## src/rtl/fft_loader_pkg.sv

```systemverilog
// Shared types and constants for the FFT input loader.
//   state_t      : loader FSM states
//   err_code_t   : sticky error code reported on err_code_o
//   FFT_MIN_LENGTH_LOG2 : smallest frame length accepted on arm
package fft_loader_pkg;

    localparam int unsigned FFT_MIN_LENGTH_LOG2 = 8;

    typedef enum logic [1:0] {
        ST_IDLE  = 2'd0,
        ST_LOAD  = 2'd1,
        ST_DRAIN = 2'd2,
        ST_START = 2'd3
    } state_t;

    typedef enum logic [1:0] {
        ERR_NONE        = 2'd0,
        ERR_BAD_LENGTH  = 2'd1,
        ERR_EARLY_LAST  = 2'd2,
        ERR_ENGINE_BUSY = 2'd3
    } err_code_t;

endpackage

```

## src/rtl/fft_bitrev_addr.sv

```systemverilog
// Combinational bit-reversal of the low length_log2 bits of a sample index.
//   count       : sample index, assumed < 2^length_log2
//   length_log2 : active frame length L (L <= FFT_MAX_LENGTH_LOG2)
//   index       : count with its low L bits reversed, upper bits zero
module fft_bitrev_addr #(
    parameter int unsigned FFT_MAX_LENGTH_LOG2 = 12
) (
    input  logic [FFT_MAX_LENGTH_LOG2-1:0] count,
    input  logic [3:0]                     length_log2,
    output logic [FFT_MAX_LENGTH_LOG2-1:0] index
);
    localparam int unsigned SH_W = $clog2(FFT_MAX_LENGTH_LOG2 + 1);

    logic [FFT_MAX_LENGTH_LOG2-1:0] rev_full;
    logic [SH_W-1:0]                shift;

    // Reverse across the full width, then shift the result down so bit L-1 lands at bit 0.
    assign rev_full = {<<{count}};
    assign shift    = SH_W'(FFT_MAX_LENGTH_LOG2) - SH_W'(length_log2);
    assign index    = rev_full >> shift;

endmodule

```

## src/rtl/fft_input_loader.sv

```systemverilog
// Streaming front end for the FFT accelerator. Accepts complex samples on a
// valid/ready stream, writes them into sample memory (bit-reversed order when
// FFT_LOADER_BITREV_EN is defined, natural order otherwise) and pulses the
// engine start once 2^L samples have been committed.
// Ports:
//   clk_i, reset_i (async, active-high)
//   cfg_length_log2_i, cfg_base_addr_i, arm_i, abort_i : frame control
//   s_valid_i, s_ready_o, s_data_i {imag, real}, s_last_i : sample stream
//   mem_addr_o, mem_data_o, mem_write_o, mem_ready_i      : memory write port
//   fft_busy_i, fft_start_o                               : engine handshake
//   busy_o, done_o, error_o, err_code_o, sample_count_o   : status
// s_ready_o is combinational; all other outputs are registered.
module fft_input_loader
    import fft_loader_pkg::*;
#(
    parameter int unsigned FFT_MAX_LENGTH_LOG2 = 12,
    parameter int unsigned DATA_WIDTH          = 16,
    parameter int unsigned MEM_ADDR_WIDTH      = 16
) (
    input  logic                          clk_i,
    input  logic                          reset_i,
    input  logic [3:0]                    cfg_length_log2_i,
    input  logic [MEM_ADDR_WIDTH-1:0]     cfg_base_addr_i,
    input  logic                          arm_i,
    input  logic                          abort_i,
    input  logic                          s_valid_i,
    output logic                          s_ready_o,
    input  logic [2*DATA_WIDTH-1:0]       s_data_i,
    input  logic                          s_last_i,
    output logic [MEM_ADDR_WIDTH-1:0]     mem_addr_o,
    output logic [2*DATA_WIDTH-1:0]       mem_data_o,
    output logic                          mem_write_o,
    input  logic                          mem_ready_i,
    input  logic                          fft_busy_i,
    output logic                          fft_start_o,
    output logic                          busy_o,
    output logic                          done_o,
    output logic                          error_o,
    output logic [1:0]                    err_code_o,
    output logic [FFT_MAX_LENGTH_LOG2:0]  sample_count_o
);
    localparam int unsigned CNT_W = FFT_MAX_LENGTH_LOG2 + 1;
    localparam int unsigned SMP_W = 2 * DATA_WIDTH;
    localparam int unsigned IDX_W = FFT_MAX_LENGTH_LOG2;

    state_t                    state_q, state_n;
    err_code_t                 err_q, err_n;
    logic [3:0]                len_q, len_n;
    logic [MEM_ADDR_WIDTH-1:0] base_q, base_n;
    logic [CNT_W-1:0]          count_q, count_n;
    logic [MEM_ADDR_WIDTH-1:0] addr_q, addr_n;
    logic [SMP_W-1:0]          data_q, data_n;
    logic                      write_q, write_n;
    logic                      start_q, start_n;
    logic                      done_q, done_n;
    logic                      error_q, error_n;
    logic                      busy_q, busy_n;

    logic [CNT_W-1:0]          last_idx;
    logic [IDX_W-1:0]          mem_idx;
    logic                      xfer;
    logic                      bad_len;

    // Index of the final sample of the frame (N-1).
    assign last_idx = (CNT_W'(1) << len_q) - CNT_W'(1);
    assign bad_len  = (cfg_length_log2_i < 4'(FFT_MIN_LENGTH_LOG2)) ||
                      (cfg_length_log2_i > 4'(FFT_MAX_LENGTH_LOG2));

`ifdef FFT_LOADER_BITREV_EN
    fft_bitrev_addr #(
        .FFT_MAX_LENGTH_LOG2(FFT_MAX_LENGTH_LOG2)
    ) u_bitrev (
        .count       (count_q[IDX_W-1:0]),
        .length_log2 (len_q),
        .index       (mem_idx)
    );
`else
    assign mem_idx = count_q[IDX_W-1:0];
`endif

    // State and output registers.
    always_ff @(posedge clk_i or posedge reset_i) begin
        if (reset_i) begin
            state_q <= ST_IDLE;
            err_q   <= ERR_NONE;
            len_q   <= '0;
            base_q  <= '0;
            count_q <= '0;
            addr_q  <= '0;
            data_q  <= '0;
            write_q <= 1'b0;
            start_q <= 1'b0;
            done_q  <= 1'b0;
            error_q <= 1'b0;
            busy_q  <= 1'b0;
        end else begin
            state_q <= state_n;
            err_q   <= err_n;
            len_q   <= len_n;
            base_q  <= base_n;
            count_q <= count_n;
            addr_q  <= addr_n;
            data_q  <= data_n;
            write_q <= write_n;
            start_q <= start_n;
            done_q  <= done_n;
            error_q <= error_n;
            busy_q  <= busy_n;
        end
    end

    // Next-state and next-output logic.
    always_comb begin
        state_n = state_q;
        err_n   = err_q;
        len_n   = len_q;
        base_n  = base_q;
        count_n = count_q;
        addr_n  = addr_q;
        data_n  = data_q;
        write_n = write_q;
        error_n = 1'b0;

        // Single-entry write register: a new sample fits if it is empty or draining now.
        s_ready_o = (state_q == ST_LOAD) && (!write_q || mem_ready_i);
        xfer      = s_valid_i && s_ready_o;

        if (abort_i) begin
            state_n = ST_IDLE;
            write_n = 1'b0;
        end else begin
            case (state_q)
                ST_IDLE: begin
                    if (arm_i) begin
                        if (bad_len) begin
                            error_n = 1'b1;
                            err_n   = ERR_BAD_LENGTH;
                        end else if (fft_busy_i) begin
                            error_n = 1'b1;
                            err_n   = ERR_ENGINE_BUSY;
                        end else begin
                            len_n   = cfg_length_log2_i;
                            base_n  = cfg_base_addr_i;
                            count_n = '0;
                            err_n   = ERR_NONE;
                            state_n = ST_LOAD;
                        end
                    end
                end
                ST_LOAD: begin
                    if (write_q && mem_ready_i) begin
                        write_n = 1'b0;
                    end
                    if (xfer) begin
                        if (s_last_i && (count_q != last_idx)) begin
                            // Short frame: drop the sample and any pending write.
                            error_n = 1'b1;
                            err_n   = ERR_EARLY_LAST;
                            write_n = 1'b0;
                            state_n = ST_IDLE;
                        end else begin
                            addr_n  = base_q + MEM_ADDR_WIDTH'(mem_idx);
                            data_n  = s_data_i;
                            write_n = 1'b1;
                            count_n = count_q + CNT_W'(1);
                            if (count_q == last_idx) begin
                                state_n = ST_DRAIN;
                            end
                        end
                    end
                end
                ST_DRAIN: begin
                    if (write_q && mem_ready_i) begin
                        write_n = 1'b0;
                    end
                    if (!write_q) begin
                        state_n = ST_START;
                    end
                end
                ST_START: begin
                    state_n = ST_IDLE;
                end
                default: begin
                    state_n = ST_IDLE;
                end
            endcase
        end

        // Pulses and busy are registered copies of the state being entered.
        start_n = (state_n == ST_START);
        done_n  = (state_n == ST_START);
        busy_n  = (state_n != ST_IDLE);
    end

    assign mem_addr_o     = addr_q;
    assign mem_data_o     = data_q;
    assign mem_write_o    = write_q;
    assign fft_start_o    = start_q;
    assign done_o         = done_q;
    assign error_o        = error_q;
    assign busy_o         = busy_q;
    assign err_code_o     = err_q;
    assign sample_count_o = count_q;

endmodule

```

## config.mk

```make
export PLATFORM = sky130hd
export DESIGN_NAME = fft_input_loader
export DESIGN_NICKNAME = d
export VERILOG_FILES = /design/src/rtl/fft_loader_pkg.sv /design/src/rtl/fft_bitrev_addr.sv /design/src/rtl/fft_input_loader.sv
export SDC_FILE = /design/constraint.sdc
export NUM_CORES = 1
export LEC_CHECK = 0
export BUFFER_PORTS_ARGS = -buffer_cell sky130_fd_sc_hd__buf_2
export CAP_MARGIN = 20
export CORE_ASPECT_RATIO = 0.9
export CORE_MARGIN = 2
export CORE_UTILIZATION = 50
export CTS_CLUSTER_SIZE = 8
export DETAILED_ROUTE_END_ITERATION = 10
export PLACE_DENSITY = 0.76
export SLEW_MARGIN = 15
export SYNTH_ARGS = -nofsm -noshare
export SYNTH_HDL_FRONTEND = slang
export SYNTH_HIERARCHICAL = 1
export SYNTH_SLANG_ARGS = --single-unit
```

## constraint.sdc

```tcl
create_clock -name clk_i -period 4.35 [get_ports clk_i]
set_input_delay 0.2175 -clock clk_i [delete_from_list [all_inputs] [get_ports clk_i]]
set_output_delay 0.2175 -clock clk_i [all_outputs]
set_load 0.005 [all_outputs]
```

==> results.md <==
* Outcome: finished, final reports clean
* Area leader, netlist: dfrtp_1
* Largest net degree at the start of global routing at 64
* Row count at 34
* VDD IR max at 0.000164 V
* Number of remaining DRC errors at 0
* Core ar. at 9530 um^2
* Post-Route WL at 11.4 mm
* R2r endpoint: mem_data_o[0]
* FMAX at 244 MHz
* Number of synthesized register bits at 89
* Number of global-route vias before repair at 3,856
* Gr ovfl total at 0
* Total power draw at 2.21 mW
* Hold Path Depth at 3
* IO buf count at 128
* Worst-path clk slew at 0.10 ns
* IO Pins at 129
* CTS max path bufs at 2
* Initial Util at 0.507
* Syn_nets at 567
* Reg2Reg Launch Point: len_q[0]
* RSZ-0062 raised after global routing: false
* Worst Skew at 0.00854 ns
* Worst min-delay path startpoint: cfg_base_addr_i[4]
* Dpl cells at 727
* Register area share after synthesis at 0.461
* Hold slack at 0.0407 ns
* Worst Setup Path Type: flip-flop to flip-flop
* Relative slew slack at 0.398
* Async SR Flop Fraction at 1.00
* Yosys cell types at 60
* Die W at 108 um
* Die area at 10,500 um^2
* Period minus WS final at 4.09 ns
* CP Data Arrival Time at 4.33 ns
* Synth Flop Type: dfrtp_1
* Post-route cell area at 5790 um^2
* Max-slew violation count at 0
* Mapped cell area at 4840 um^2
* CTS tree: yes
* Setup-failing EPs final at 0
* Fin cells at 746
* Top cells by area, synth: dfrtp_1 (46%), mux2_1 (7.0%), nand2_1 (6.8%), ha_1 (3.6%), o21ai_0 (3.0%)
* Die Y at 97.3 um
* Mean cell area of the mapped netlist at 9.83 um^2
* First-pass GRT wire length at 18.7 mm
* TritonCTS Buffers at 9
* Critical path startpoint category: flip-flop
* CP required at 4.59 ns
* Flop-to-flop setup slack at 0.26 ns
* Hold Vio Cnt, Final at 0
* Top-count cell post-synth: dfrtp_1
* Least-Margin Pin Slew at 0.904 ns
* CTS sink cnt at 89
* Pwr dens at 381 nW/um^2
* Fin nets at 690
* Setup crit start: len_q[0]
* Final worst-path cycle share at 0.941
* End of the critical path: mem_data_o[0]
* Max Cap Violations at 0
* Via count at 4,131
* Post-DR wirelength/cell at 15.3 um
* Detailed Routing Iterations Pass 1 at 5
* EDFF count, synth at 0
* Clk_lat worst skew at 0.36 ns
* Htree depth at 3
* CP Capture Type: flip-flop
* Crit path max fanout at 63
* Commonest cells in the netlist: dfrtp_1 (89), nand2_1 (87), mux2_1 (30)
* Post-DP Area at 5580 um^2
* Share of cells above drive strength 1 at 0.273
* DP HPWL at 8.36 mm
* Worst-case reg-to-reg path depth at 11
* Routed Antenna Nets at 0
* Total GRT Usage at 0.224
* Setup TNS at 0 ns
* Routability Congestion at 0.889
* DR vias/cell at 5.54
* Yosys warns at 6
* Leakage dissipation at 2.95 nW
* DRT iter0 DRCs at 222
* Area Overhead vs Synth at 19.8%
* CTS root buffer: clkbuf_8
* Share of the synthesized area in the top cell type at 0.461
* Initial antenna violation count at 0
* Worst Hold Class: input port to flip-flop
* Gate Count Post-Synth at 492
* ANT cells at 0
state kept, by name, summed over array words and instances, names as in the netlist:
register        flops
mem_write_o         1
err_code_o          2
sample_count_o     13
base_q             16
mem_addr_o         16
len_q               4
done_o              1
state_q             2
busy_o              1
error_o             1
mem_data_o         32
kinds of logic (layout without fill, tap and decap cells):
group	Yosys count	in the layout	share of synthesized area
AO/OA/AOI/OAI	100	100	0.139
XOR/XNOR	22	22	0.0398
adder cells (fa/ha/maj)	15	15	0.0404
buffers and inverters	40	168	0.0362
flip-flops	89	89	0.461
multiplexers	36	36	0.0831
AND/OR/NAND/NOR	190	190	0.201
cell usage in the layout (no fill, tap or decap), types with 4 or more instances in the layout:
master / n
xor2_1: 14
clkbuf_8: 10
mux2_1: 30
xnor2_1: 8
o21ai_1: 6
nand2b_1: 8
a21oi_1: 17
nand3b_1: 4
nor3_1: 9
o21ai_0: 29
nand3_1: 8
buf_4: 7
nand2_1: 87
and2_1: 6
nor2b_1: 7
nand4_1: 5
buf_2: 128
a21o_1: 7
dfrtp_1: 89
a31oi_1: 6
or3_1: 4
ha_1: 14
or4_1: 5
nor2_1: 24
inv_1: 14
a211oi_1: 6
o31ai_1: 4
repair_timing:
| item | CTS | global route |
|---|---|---|
| hold buffers | 1 | 0 |
| resized for setup | 0 | 0 |
| endpoints found under the hold margin | 38 | 0 |
| setup buffers | 0 | 2 |
| setup endpoints to repair | 0 | 10 |
cell type report:
| type | count | area [um^2] |
|---|---|---|
| tap | 126 | 158 |
| fill | 820 | 3740 |
| timing repair buffer | 137 | 723 |
| clock inverter | 6 | 50.0 |
| clock buffer | 10 | 138 |
| sequential | 89 | 2230 |
| inverter | 15 | 57.6 |
| multi-input combinational | 363 | 2440 |
power breakdown:
part	total (mW)	internal, mW	leakage [nW]	switching [mW]
logic	0.583	0.279	1.70	0.304
registers	1.07	0.974	1.15	0.0982
clock network	0.554	0.232	0.0952	0.322
total	2.21	1.48	2.95	0.724
how the worst min path moves through the flow:
stage,endpoint,slack [ns]
final,base_q[4],0.04
after CTS,base_q[4],0.03
after detailed placement,mem_data_o[9],0.35
after global routing,base_q[12],0.04
after global placement,mem_data_o[9],0.34
after floorplan,base_q[0],0.32
layer usage:
metal	up-vias	global-route usage	wire, um
met5	-	0	0
met4	0	0.0552	123
met3	10	0.0416	776
met2	162	0.361	5160
met1	1981	0.314	5320
li1	1978	-	-
worst max-delay path, stage by stage, from the launching register on:
cell and delay [ns]:
dfrtp_1 0.53, or4_4 0.55, ha_1 0.46, nor3_1 0.32, o2111a_1 0.20, a211oi_1 0.06, or4_1 0.59, o41ai_4 0.36
buf_4 0.19, nand4_4 0.11, buf_12 0.22, mux2_1 0.35
per-stage QoR:
stage	util	setup WS, ns
after floorplan	-	0.704
after global placement	0.585	0.395
after detailed placement	0.585	0.226
after CTS	0.606	0.209
after global routing	0.608	0.0685
final	0.608	0.258
No activity file was read; power rests on OpenSTA's default activity.
